### src/rtl/pio_in_pkg.sv
// Shared constants for the PIO input-capture block: register map and edge modes.
package pio_in_pkg;

  localparam logic [1:0] ADDR_DATA = 2'd0;
  localparam logic [1:0] ADDR_MASK = 2'd1;
  localparam logic [1:0] ADDR_EDGE = 2'd2;
  localparam logic [1:0] ADDR_MODE = 2'd3;

  typedef enum logic [1:0] {
    EDGE_RISE = 2'd0,
    EDGE_FALL = 2'd1,
    EDGE_BOTH = 2'd2,
    EDGE_NONE = 2'd3
  } edge_mode_e;

endpackage

### src/rtl/pio_in_debounce_bit.sv
// One input lane: 2-FF synchroniser, stability counter and accepted-level flop.
module pio_in_debounce_bit #(
  parameter int   TIMEOUT       = 10000,
  parameter int   TIMEOUT_WIDTH = 32,
  parameter logic IDLE_LEVEL    = 1'b1
) (
  input  logic clk,
  input  logic reset,
  input  logic din,
  output logic stable
);

  logic                     sync_q1, sync_q2;
  logic [TIMEOUT_WIDTH-1:0] cnt;

  // Synchronise, then accept a new level only after TIMEOUT consecutive differing cycles.
  always_ff @(posedge clk) begin
    if (reset) begin
      sync_q1 <= IDLE_LEVEL;
      sync_q2 <= IDLE_LEVEL;
      stable  <= IDLE_LEVEL;
      cnt     <= '0;
    end else begin
      sync_q1 <= din;
      sync_q2 <= sync_q1;
      if (sync_q2 == stable) begin
        cnt <= '0;
      end else if (cnt == TIMEOUT_WIDTH'(TIMEOUT - 1)) begin
        stable <= sync_q2;
        cnt    <= '0;
      end else begin
        cnt <= cnt + 1'b1;
      end
    end
  end

endmodule

### src/rtl/pio_in_capture.sv
// Avalon-MM input PIO: debounced inputs, selectable edge capture (W1C), masked level irq.
module pio_in_capture
  import pio_in_pkg::*;
#(
  parameter int               WIDTH         = 4,
  parameter int               TIMEOUT       = 10000,
  parameter int               TIMEOUT_WIDTH = 32,
  parameter logic [WIDTH-1:0] IDLE_LEVEL    = {WIDTH{1'b1}}
) (
  input  logic             clk,
  input  logic             reset,
  input  logic [WIDTH-1:0] data_in,
  input  logic [1:0]       address,
  input  logic             read,
  input  logic             write,
  input  logic [31:0]      writedata,
  output logic [31:0]      readdata,
  output logic             irq
);

  logic [WIDTH-1:0] stable, stable_d;
  logic [WIDTH-1:0] rise, fall, edge_set, edge_clr;
  logic [WIDTH-1:0] edge_capture, irq_mask;
  edge_mode_e       edge_mode;
  logic [31:0]      rd_mux;

  genvar g;
  generate
    for (g = 0; g < WIDTH; g++) begin : g_lane
      pio_in_debounce_bit #(
        .TIMEOUT      (TIMEOUT),
        .TIMEOUT_WIDTH(TIMEOUT_WIDTH),
        .IDLE_LEVEL   (IDLE_LEVEL[g])
      ) u_db (
        .clk   (clk),
        .reset (reset),
        .din   (data_in[g]),
        .stable(stable[g])
      );
    end
  endgenerate

  assign rise = stable & ~stable_d;
  assign fall = ~stable & stable_d;

  // Edge source selection and W1C clear vector.
  always_comb begin
    edge_set = '0;
    case (edge_mode)
      EDGE_RISE: edge_set = rise;
      EDGE_FALL: edge_set = fall;
      EDGE_BOTH: edge_set = rise | fall;
      default:   edge_set = '0;
    endcase
    edge_clr = (write && address == ADDR_EDGE) ? writedata[WIDTH-1:0] : '0;
  end

  // Read mux; unused bits read as zero.
  always_comb begin
    rd_mux = '0;
    case (address)
      ADDR_DATA: rd_mux[WIDTH-1:0] = stable;
      ADDR_MASK: rd_mux[WIDTH-1:0] = irq_mask;
      ADDR_EDGE: rd_mux[WIDTH-1:0] = edge_capture;
      default:   rd_mux[1:0]       = edge_mode;
    endcase
  end

  // Register file, edge history, read data and irq; set beats clear on the same cycle.
  always_ff @(posedge clk) begin
    if (reset) begin
      stable_d     <= IDLE_LEVEL;
      edge_capture <= '0;
      irq_mask     <= '0;
      edge_mode    <= EDGE_RISE;
      readdata     <= '0;
      irq          <= 1'b0;
    end else begin
      stable_d     <= stable;
      edge_capture <= (edge_capture & ~edge_clr) | edge_set;
      irq          <= |(edge_capture & irq_mask);
      if (read) readdata <= rd_mux;
      if (write && address == ADDR_MASK) irq_mask  <= writedata[WIDTH-1:0];
      if (write && address == ADDR_MODE) edge_mode <= edge_mode_e'(writedata[1:0]);
    end
  end

endmodule

### config.mk
export PLATFORM = sky130hd
export DESIGN_NAME = pio_in_capture
export DESIGN_NICKNAME = d
export VERILOG_FILES = /design/src/rtl/pio_in_pkg.sv /design/src/rtl/pio_in_debounce_bit.sv /design/src/rtl/pio_in_capture.sv
export SDC_FILE = /design/constraint.sdc
export NUM_CORES = 1
export LEC_CHECK = 0
export ABC_AREA = 1
export BUFFER_PORTS_ARGS = -buffer_cell sky130_fd_sc_hd__buf_4
export CAP_MARGIN = 20
export CORE_UTILIZATION = 35
export DETAILED_ROUTE_END_ITERATION = 10
export PLACE_DENSITY = 0.48
export SYNTH_ARGS = -nofsm -noshare
export SYNTH_HDL_FRONTEND = slang
export SYNTH_HIERARCHICAL = 1
export SYNTH_SLANG_ARGS = --single-unit
### constraint.sdc
create_clock -name clk -period 1.6 [get_ports clk]
set_input_delay 0.32 -clock clk [delete_from_list [all_inputs] [get_ports clk]]
set_output_delay 0.32 -clock clk [all_outputs]
set_load 0.005 [all_outputs]
==> metrics.txt <==
vias per std cell=~4.5; status=completed; row count=58; area of the multi-input gates=0.00532 sq mm; antenna violations before repair=0; die area=approximately 0.027 sq mm; Final min period=approximately 1.6 ns; share of the synthesized area in the top cell type=0.350; Placer Congestion=between 0.8 and 0.9; sequential power share=0.469; IO Port Bufs=18; final hold violations=0; Async S/R FF share, synth=0; crit-path max cell delay=about 0.35 ns; distinct cell type count after synthesis=31; Synthesis Warnings=6; Hold Path Class=input pin to register; vias=a little over 8000; TritonCTS clock tree=done; drt total wl=~21000 um; sequential-to-total area share from yosys stat=0.350; Final setup viols=0; worst setup margin=about 0.00093 ns; wire length of the first global-routing pass=35200 um; CP Capture Type=register; DP HPWL=roughly 16000 um; leading area contributor after synthesis=dfxtp_1; clk_skew=approximately 0.015 ns; clk buf depth=2; RSZ-0062 raised after global routing=yes; largest net degree at the start of global routing=19; Peak Freq=between 600 and 700 MHz; Worst Path Max Fanout=7; Area Overhead vs Synth=21.5%; Avg Inst Size Synth=approximately 6.5 sq um; clock power share=0.498; layout cells sized above 1=0.177; initial DRC count=about 400; max-cap violation count=0; startpoint types=register; n_diodes=0; routed length per instance=between 10 and 15 um; Pins Over Slew Limit=0; commonest cells in the netlist=nand2_1 (398), nor2_1 (284), inv_1 (174), dfxtp_1 (159), nand3_1 (102); critical path's slowest cell=dfxtp_2; Lkg Pwr=3.98 nW; clk_lat worst skew=between 0.4 and 0.5 ns; Psw=~1.9 mW; P_int=roughly 6.6 mW; vias in the first global route=approximately 7400; Total GRT Usage=0.165; core area=between 0.02 and 0.03 sq mm; largest cells by area after synthesis=dfxtp_1 (35%), nand2_1 (16%), nor2_1 (12%); H-tree levels=4; clock root buffer=clkbuf_16; maximum vdd drop=~0.00056 V; clock sinks=around 160; 1st-pass router iterations=5; CTS Buf Count=17; area of the mapped netlist=a little over 0.009 sq mm; Yosys reg bits=about 160; Final Cell Area=between 0.01 and 0.015 sq mm; # DRC=0; final-layout fill cell count=between 2000 and 3000; pwr/cell area=roughly 770 mW/mm^2; EDFF count, synth=0; WP data required=between 1.5 and 2 ns; pre-CTS WS=-0.0187 ns; Synth Flop Type=dfxtp_1; Remaining Overflow, GRT=0; Die Wd=~160 um; cell mode on critical path=nand3_2; I/O pin cnt=75; crit path DAT=roughly 1.9 ns; most frequent cell after synthesis=nand2_1; fin crit share=0.999; Die Span Y=163 um; FF+latch area=between 0.003 and 0.004 sq mm; Final #Nets=approximately 1500; Combinational Power Share=0.033; antenna-violating nets left=0; hold buffers post-CTS=0; Net Sw Frac=0.226; clk slew on worst S/H paths=about 0.07 ns; Post-Synthesis Cells=around 1400; placed cell areas=about 0.0097 sq mm; CP Class=register to register; Starting Density=0.359; crit-path cells=ha_4 > nand3_2 > or2_4 > nor2_4 > nand3_2 > nand2_4 > clkbuf_16 > nor2_1; setup_tns=0 ns
## layer usage
metal	global-route usage	part of all wire	vias up
li1	-	-	4357
met1	0.222	0.51	3614
met2	0.268	0.45	107
met3	0.0262	0.025	18
met4	0.0514	0.014	0
met5	0	0	-
## critical path: cells and delay by family, from the launching register on
kind                       cells  cell delay [ns]
DFF                            1             0.35
adders and majority gates      1             0.14
buffers and inverters          1             0.20
and+or+nand+nor                6             0.82
## cell families after synthesis
kind of cell,Yosys count,share of synthesized area
AO/OA/AOI/OAI,39,0.0235
adder cells (fa/ha/maj),12,0.0165
XOR/XNOR,64,0.0616
AND/OR/NAND/NOR,898,0.426
flip-flops,159,0.350
buffers and inverters,223,0.122
other,1,0.000412
## timing repair
item | in CTS | in global routing
setup endpoints to repair | 90 | 128
gates resized for setup | 9 | 114
pin swaps | 7 | 35
buffers inserted | 11 | 8
cloned | 1 | 7
endpoints found under the hold margin | 0 | 0
## final timing paths
kind | to | cells past startpoint | slack, ns | from
min reg2reg | g_lane[3].u_db/sync_q2$_SDFF_PP1_ | 1 | 0.41 | g_lane[3].u_db/sync_q1$_SDFF_PP1_
max reg2reg | g_lane[3].u_db/cnt[17]$_SDFF_PP0_ | 8 | 0.0009 | g_lane[3].u_db/cnt[1]$_SDFF_PP0_
max | g_lane[3].u_db/cnt[17]$_SDFF_PP0_ | 8 | 0.0009 | g_lane[3].u_db/cnt[1]$_SDFF_PP0_
min | g_lane[1].u_db/sync_q1$_SDFF_PP1_ | 2 | 0.07 | data_in[1]
## sequential cells by signal, summed over array words and instances (netlist names)
name,count
g_lane.u_db/sync_q2,4
edge_capture,4
g_lane.u_db/sync_q1,4
irq_mask,4
irq,1
readdata,4
edge_mode,2
g_lane.u_db/stable,4
stable_d,4
g_lane.u_db/cnt,128
## layout make-up
cell class / instances / area share
Multi-Input combinational cell: 1041 / 0.481
Sequential cell: 159 / 0.289
Timing Repair Buffer: 76 / 0.0764
Inverter: 179 / 0.0612
Clock buffer: 20 / 0.0404
Tap cell: 330 / 0.0374
Clock inverter: 12 / 0.0143
## power groups by stage
stage	clock [mW]	sequential (mW)	combinational, mW
after CTS	4.40	4.00	0.248
after global routing	4.56	4.00	0.312
final	4.25	4.00	0.279
after global placement	0	4.09	0.237
after detailed placement	0	4.09	0.237
after floorplan	0	4.09	0.206
## per-stage QoR
stage	utilization	std cells	power [mW]	hold slack [ns]
after CTS	0.413	1805	8.65	0.0487
final	0.436	1817	8.54	0.0680
after floorplan	-	1423	4.29	0.389
after global routing	0.436	1817	8.87	0.0598
after global placement	0.383	1761	4.33	0.393
after detailed placement	0.383	1761	4.33	0.397
## cells in the final DEF, fill, tap and decap left out, types with 28 or more instances in the layout
cell | synthesis | routed
nand3_1 | 102 | 95
nor2_4 | 10 | 41
xor2_1 | 44 | 43
nand2_1 | 398 | 398
dfxtp_1 | 159 | 150
inv_1 | 174 | 174
conb_1 | 1 | 28
nor2_1 | 284 | 229
buf_4 | 30 | 54
nor2_2 | 41 | 65
Note: power is estimated with default switching activity, not from simulation.
